## src/rtl/game_collision_detector_pkg.sv

```systemverilog
// Shared game configuration: detector state type, default thresholds and target count.
package game_collision_detector_pkg;

  typedef enum logic {
    WAIT_FIRST = 1'b0,
    ACCUM      = 1'b1
  } state_t;

  localparam int unsigned DEF_MIN_OVERLAP = 4;
  localparam int unsigned DEF_CNT_W       = 8;
  localparam int unsigned NUM_TARGETS     = 3;

endpackage

```

## src/rtl/game_overlap_counter.sv

```systemverilog
// Saturating per-frame overlap counter with frame restart and hit-threshold compare.
module game_overlap_counter #(
  parameter int unsigned CNT_W       = 8,
  parameter int unsigned MIN_OVERLAP = 4
) (
  input  logic clk,
  input  logic rst,
  input  logic i_restart,
  input  logic i_inc,
  output logic o_hit
);

  localparam logic [CNT_W-1:0] C_MAX    = {CNT_W{1'b1}};
  localparam logic [CNT_W-1:0] C_THRESH = CNT_W'(MIN_OVERLAP);

  logic [CNT_W-1:0] r_count;

  // Restart loads the current pixel so a qualifying frame_start pixel counts as 1.
  always_ff @(posedge clk) begin
    if (!rst) begin
      r_count <= {CNT_W{1'b0}};
    end else if (i_restart) begin
      r_count <= CNT_W'(i_inc);
    end else if (i_inc && (r_count != C_MAX)) begin
      r_count <= r_count + CNT_W'(1'b1);
    end else begin
      r_count <= r_count;
    end
  end

  assign o_hit = (r_count >= C_THRESH);

endmodule

```

## src/rtl/game_collision_detector.sv

```systemverilog
// Per-frame sprite collision detector: accumulates torpedo/bullet overlaps and
// publishes registered hit flags one cycle after each frame_start.
module game_collision_detector
  import game_collision_detector_pkg::*;
#(
  parameter int unsigned MIN_OVERLAP = DEF_MIN_OVERLAP,
  parameter int unsigned CNT_W       = DEF_CNT_W
) (
  input  logic                   clk,
  input  logic                   rst,
  input  logic                   frame_start,
  input  logic                   pixel_valid,
  input  logic                   target_en_1,
  input  logic                   target_en_2,
  input  logic                   target_en_3,
  input  logic                   torpedo_en,
  input  logic                   bullet_en,
  output logic                   collision,
  output logic                   collision_bullet,
  output logic [NUM_TARGETS-1:0] bullet_hit_target,
  output logic                   frame_valid
);

  state_t                 r_state;
  state_t                 w_state_nxt;
  logic                   w_restart;
  logic                   w_publish;
  logic                   w_count_en;
  logic [NUM_TARGETS-1:0] w_targets;
  logic [NUM_TARGETS:0]   w_inc;
  logic [NUM_TARGETS:0]   w_hit;

  assign w_targets = {target_en_3, target_en_2, target_en_1};

  // State register.
  always_ff @(posedge clk) begin
    if (!rst) begin
      r_state <= WAIT_FIRST;
    end else begin
      r_state <= w_state_nxt;
    end
  end

  // Next state, restart/publish strobes and counting window.
  always_comb begin
    w_state_nxt = r_state;
    w_restart   = 1'b0;
    w_publish   = 1'b0;
    w_count_en  = 1'b0;
    case (r_state)
      WAIT_FIRST: begin
        if (frame_start) begin
          w_state_nxt = ACCUM;
          w_restart   = 1'b1;
          w_count_en  = 1'b1;
        end else begin
          w_state_nxt = WAIT_FIRST;
        end
      end
      ACCUM: begin
        w_count_en = 1'b1;
        if (frame_start) begin
          w_restart = 1'b1;
          w_publish = 1'b1;
        end else begin
          w_restart = 1'b0;
        end
      end
      default: begin
        w_state_nxt = WAIT_FIRST;
      end
    endcase
  end

  // Index 0 is the torpedo counter, index N is bullet versus target N.
  always_comb begin
    w_inc    = {(NUM_TARGETS+1){1'b0}};
    w_inc[0] = w_count_en & pixel_valid & torpedo_en & (|w_targets);
    for (int i = 1; i <= NUM_TARGETS; i++) begin
      w_inc[i] = w_count_en & pixel_valid & bullet_en & w_targets[i-1];
    end
  end

  for (genvar g = 0; g <= NUM_TARGETS; g++) begin : g_cnt
    game_overlap_counter #(
      .CNT_W      (CNT_W),
      .MIN_OVERLAP(MIN_OVERLAP)
    ) u_cnt (
      .clk      (clk),
      .rst      (rst),
      .i_restart(w_restart),
      .i_inc    (w_inc[g]),
      .o_hit    (w_hit[g])
    );
  end

  // Published results; counter hits are sampled before the frame_start pixel lands.
  always_ff @(posedge clk) begin
    if (!rst) begin
      collision         <= 1'b0;
      collision_bullet  <= 1'b0;
      bullet_hit_target <= {NUM_TARGETS{1'b0}};
      frame_valid       <= 1'b0;
    end else if (w_publish) begin
      collision         <= w_hit[0];
      collision_bullet  <= |w_hit[NUM_TARGETS:1];
      bullet_hit_target <= w_hit[NUM_TARGETS:1];
      frame_valid       <= 1'b1;
    end else begin
      collision         <= collision;
      collision_bullet  <= collision_bullet;
      bullet_hit_target <= bullet_hit_target;
      frame_valid       <= frame_valid;
    end
  end

endmodule

```

## config.mk

```make
export PLATFORM = sky130hd
export DESIGN_NAME = game_collision_detector
export DESIGN_NICKNAME = d
export VERILOG_FILES = /design/src/rtl/game_collision_detector_pkg.sv /design/src/rtl/game_overlap_counter.sv /design/src/rtl/game_collision_detector.sv
export SDC_FILE = /design/constraint.sdc
export NUM_CORES = 1
export LEC_CHECK = 0
export CAP_MARGIN = 20
export CELL_PAD_IN_SITES_DETAIL_PLACEMENT = 2
export CELL_PAD_IN_SITES_GLOBAL_PLACEMENT = 2
export CORE_UTILIZATION = 38
export CTS_BUF_LIST = sky130_fd_sc_hd__clkbuf_16
export DETAILED_ROUTE_END_ITERATION = 8
export DONT_BUFFER_PORTS = 1
export PLACE_DENSITY = 0.8
export REMOVE_ABC_BUFFERS = 1
export SYNTH_ARGS = -nofsm -noshare
export SYNTH_HDL_FRONTEND = slang
export SYNTH_SLANG_ARGS = --single-unit
```

## constraint.sdc

```tcl
create_clock -name clk -period 1.7 [get_ports clk]
set_input_delay 0.34 -clock clk [delete_from_list [all_inputs] [get_ports clk]]
set_output_delay 0.34 -clock clk [all_outputs]
set_load 0.01 [all_outputs]
```

; ---- After elaboration in Yosys (flattened, before gate mapping)
; Cells that the tools add are included.
[totals]
regBits = 39
input_bits = 9
out_inout_bits = 6
word_cells = 57
[classes]
bitwise = 9
add_sub_neg = 4
magnitude_cmp = 4
n_reduce_logical = 11
mux = 12
n_eq_ne = 4
[ops]
columns = op, count
row1 = $add A8 B1 Y8 const B, 4
row2 = $ge A8 B3 Y1 const B, 4
row3 = $ne A8 B8 Y1 const B, 4
row4 = $mux W1, 11
row5 = $reduce_bool A2 Y1, 4
row6 = $and A1 B1 Y1, 7
row7 = $reduce_or A3 Y1, 2
row8 = $logic_and A1 B1 Y1, 4
row9 = $not A1 Y1, 2
row10 = $pmux W1 S2, 1
row11 = $reduce_or A2 Y1, 1

; ---- Depth between registers and ports, before layout
[logic_depth]
word_depth = 8
depth_mapped = 6
mapped_depth_nobuf = 5

; ---- Cells and area by module
; A second synthesis with hierarchy kept.
[unflattened]
hier_cells = 262
hier_area_um2 = 2334.7
[modules_own_cells]
columns = module, seq_area_each_um2, cells_each, area_per_inst_um2, n_inst
row1 = game_overlap_counter, 160.2, 57, 503.0, 4
row2 = game_collision_detector, 140.1, 34, 322.8, 1

; ---- Worst setup path before layout
; OpenSTA, ideal clock, no wires.
[synth_timing]
kind = register to register
start = reg g_cnt[0].u_cnt.r_count[0]
end = reg g_cnt[0].u_cnt.r_count[3]
path_buffers = 1
arrival_time_ns = 1.495
path_slack_ns = 0.135
required_ns = 1.630
setup_time_ns = 0.070
synth_period_minus_slack_ns = 1.565
path_stages_with_launch = 6
path_cell_list = dfxtp_1 > ha_1 > and4_4 > buf_6 > or4_1 > a21oi_1
[synth_between]
elab_chain_len = 2
word_cells_on_any_way = 3
classes_between = add/sub: 1 / eq/ne: 1 / reduce/logical: 1
[synth_rtl]
columns = element, line_no
row1 = "start, declared", game_overlap_counter.sv:16  ; logic [CNT_W-1:0] r_count;
row2 = "start signal, assigned", game_overlap_counter.sv:21  ; r_count <= {CNT_W{1'b0}};
row3 = "start signal, assigned", game_overlap_counter.sv:23  ; r_count <= CNT_W'(i_inc);
row4 = "start signal, assigned", game_overlap_counter.sv:25  ; r_count <= r_count + CNT_W'(1'b1);
row5 = "parallel branches: the longest is 2 deep, another holds $add A8 B1 Y8", --
; Several ways; the timed one is not identified.
; A chain may end at the register's enable or synchronous reset.

; ---- Final worst setup path
[layout_timing]
start = reg g_cnt[0].u_cnt.r_count[0]
end = reg g_cnt[0].u_cnt.r_count[0]
[layout_between]
elab_chain_len = 3
word_cells_on_any_way = 6
classes_between = add/sub: 1 / eq/ne: 1 / mux: 2 / reduce/logical: 2
[layout_rtl]
columns = element, line_no
row1 = $add A8 B1 Y8 / $ne A8 B8 Y1 (equally long branches), "game_overlap_counter.sv:25, game_overlap_counter.sv:24"
row2 = $mux W1 / $logic_and A1 B1 Y1 (equally long branches), game_overlap_counter.sv:24  ; end else if (i_inc && (r_count != C_MAX)) begin
row3 = $mux W1 / $reduce_bool A2 Y1 (equally long branches), --
; Several ways; a longest one is shown, not always the timed one. The select of a mux whose other input is x is not followed.

==> impl_metrics.py <==
metrics = {
    "place": {
        "postPlaceCellArea_um2": 2210,
        "dpl.hpwl_mm": 4.13,
        "io_buffers": 0,
        "routabilityCongestion": 0.791,
        "pre_cts_ws_ps": -481,
        "dp_cells": 312,
    },
    "sta": {
        "timing.hold.ws_ps": 180,
        "tns_ps": 0,
        "clock_skew_ps": 2.65,
        "relSlewSlack_pct": 67.5,
        "fin_ws_ps": 59.0,
        "final-setup-viol-count": 0,
        "worst_pin_slew_ps": 486,
        "period_minus_slack_ps": 1640,
        "max_freq_ghz": 0.609,
        "hold_violations": 0,
        "grt_setup_unrepaired": "false",
        "drv_slew": 0,
        "timing.final.crit_share_pct": 96.5,
    },
    "final_layout": {
        "final_core_util_pct": 47.1,
        "syn2layout_area_growth_pct": 18.1,
        "drive_above_1_share_pct": 16.6,
        "stdcell_area_um2": 2420,
        "nets": 269,
        "final_cells": 323,
        "antennaDiodeCount": 0,
    },
    "power": {
        "p_leak_nw": 0.811,
        "ir_drop_mv": 0.410,
        "powerDensity_nw_per_um2": 812,
        "finalPower_mw": 1.97,
    },
    "routing": {
        "route.detailed.wl_per_inst_um": 18.9,
        "drt-pass1-iter-count": 4,
        "detail-route-antenna-nets": 0,
        "vias": 1864,
        "drtIter0Drc": 45,
        "drc": 0,
        "wirelength_mm": 6.12,
        "viasPerCell": 5.77,
    },
    "logic_synthesis": {
        "synth_top_family_by_area": "simple AND/OR/NAND/NOR gates",
        "synth-async-reset-ratio_pct": 0,
        "synth-compound-area-share_pct": 22.5,
        "yosysSeqAreaShare_pct": 38.1,
        "avgSynthCellArea_um2": 8.72,
        "muxShareOfSynthArea_pct": 2.44,
        "synth_edf_count": 0,
        "synth_xor_area_share_pct": 3.85,
        "yosysTopAreaCellShare_pct": 38.1,
        "ys.flop_type": "dfxtp_1",
        "mappedNetlistArea_um2": 2050,
        "syn_inst": 235,
        "postSynthRegisterBits": 39,
        "synth_top_cell_by_area": "dfxtp_1",
        "synthAdderAreaFrac_pct": 4.88,
        "ys_warn_count": 0,
        "yosysUniqueCellTypes": 44,
        "synthTopCellsByArea": "dfxtp_1 38%, ha_1 4.9%, nor2_1 4.6%",
        "yosys-top-cells-count": "39 x dfxtp_1, 25 x nor2_1, 18 x nand2_1",
        "yosysMostFrequentCell": "dfxtp_1",
        "synth_simple_gate_area_share_pct": 23.2,
    },
    "clocking": {
        "htreeDepth": 2,
        "cts_buffer_depth": 2,
        "cts_sinks": 39,
        "cts_tree": "done",
        "cts_hold_buf": 0,
        "clk_pin_slew_ps": 60,
        "cts_buffers": 5,
        "root_buffer": "clkbuf_16",
        "insertion_delay_ps": 280,
    },
    "floorplan": {
        "std_cell_rows": 26,
        "core_um2": 5140,
        "initial_core_util_pct": 39.9,
        "die_w_um": 75.4,
        "die_h_um": 75.4,
        "ioPinCount": 15,
        "die_area_um2": 5690,
    },
    "hold_path": {
        "whs_path_depth": 2,
        "hold_start": "rst",
        "worstHoldPathType": "primary input to flip-flop",
        "holdPathEnd": "g_cnt[2].u_cnt.r_count[0]$_SDFFE_PN0P_",
    },
    "setup_path": {
        "r2r-start": "g_cnt[0].u_cnt.r_count[0]$_SDFFE_PN0P_",
        "r2r_slack_ps": 60,
        "worstPathArrival_ps": 1780,
        "rr_worst_depth": 4,
        "critPathMaxFanout": 9,
        "critPathRequiredTime_ps": 1840,
        "critPathLaunchType": "flip-flop",
        "r2r_end": "g_cnt[0].u_cnt.r_count[0]$_SDFFE_PN0P_",
        "endpoint_kind": "flip-flop",
        "critPathKind": "flip-flop to flip-flop",
    },
    "run": {
        "max-cap-violations": 0,
    },
    "global_route": {
        "grt_pass1_wl_mm": 9.87,
        "grt_max_degree": 14,
        "grt_pass1_vias": 2046,
        "antenna_found_initial": 0,
        "grt_overflow": 0,
        "grt_util_all_layers_pct": 23.7,
    },
    "status": {
        "outcome": "finished, final reports clean",
    },
}
[area by class of cell]
| cell class | count | area (um2) |
|---|---|---|
| flip-flops and latches | 39 | 781 |
| fillers | 586 | 2720 |
| clock inverters | 3 | 12.5 |
| clock buffers | 5 | 125 |
| inverters | 15 | 56.3 |
| multi-input cells | 172 | 1220 |
| repair buffers | 19 | 143 |
| well taps | 70 | 87.6 |
[layer usage]
metal / up-vias / track usage, % / routed length, um
met1: 937 / 26.9 / 2690
met5: - / 0 / 0
met4: 0 / 9.67 / 144
li1: 896 / - / -
met2: 20 / 43.4 / 3170
met3: 11 / 4.50 / 118
[worst max-delay path, stage by stage (launching register included)]
cell and delay (ps):
dfxtp_1 370, ha_1 290, and4_4 330, nor3_1 70
a2111oi_1 440
[power by group]
group	leakage, nW	switching, mW	internal, mW
Combinational	0.419	0.0694	0.0473
Sequential	0.316	0.0151	0.929
Clock	0.0762	0.376	0.531
Total	0.811	0.460	1.51
[placed cells by master, fill, tap and decap left out, drive strengths merged, types with 5 or more instances in the layout]
cell,netlist,routed
and4,5,5
dfxtp,39,39
nor2,25,25
nand2,18,18
clkbuf,5,5
or4,7,7
mux2i,5,5
o41ai,6,6
o21ai,7,7
xnor2,9,9
ha,8,8
inv,15,17
buf,4,19
nand3,15,15
a2111oi,5,5
a21oi,13,13
[state kept, by name (all words and copies together) (netlist names)]
signal,cells
g_cnt.u_cnt.r_count,32
bullet_hit_target,3
frame_valid,1
collision_bullet,1
collision,1
r_state,1
[timing repair]
| action | CTS | global route |
|---|---|---|
| setup endpoints to repair | 4 | 9 |
| gates resized for setup | 3 | 5 |
| buffers inserted | 2 | 1 |
| hold endpoints to repair | 0 | 0 |
[cell families (layout without fill, tap and decap cells)]
family	Yosys count	count (layout)
adder cells (fa/ha/maj)	8	8
multiplexers	5	5
XOR/XNOR	9	9
AND/OR/NAND/NOR	92	92
flip-flops	39	39
buffers and inverters	24	42
AO/OA/AOI/OAI	58	58
[worst max-delay path by stage]
stage | startpoint | end | cells past startpoint
2_1_floorplan | target_en_3 | g_cnt[0].u_cnt.r_count[0]$_SDFFE_PN0P_ | 3
3_3_place_gp | target_en_3 | g_cnt[0].u_cnt.r_count[0]$_SDFFE_PN0P_ | 4
3_5_place_dp | target_en_3 | g_cnt[0].u_cnt.r_count[0]$_SDFFE_PN0P_ | 4
4_1_cts | r_state$_SDFF_PN0_ | g_cnt[2].u_cnt.r_count[4]$_SDFFE_PP0P_ | 5
5_1_grt | g_cnt[3].u_cnt.r_count[1]$_SDFFE_PP0P_ | g_cnt[3].u_cnt.r_count[0]$_SDFFE_PN0P_ | 5
6_report | g_cnt[0].u_cnt.r_count[0]$_SDFFE_PN0P_ | g_cnt[0].u_cnt.r_count[0]$_SDFFE_PN0P_ | 4
(Power assumes the default switching activity.)
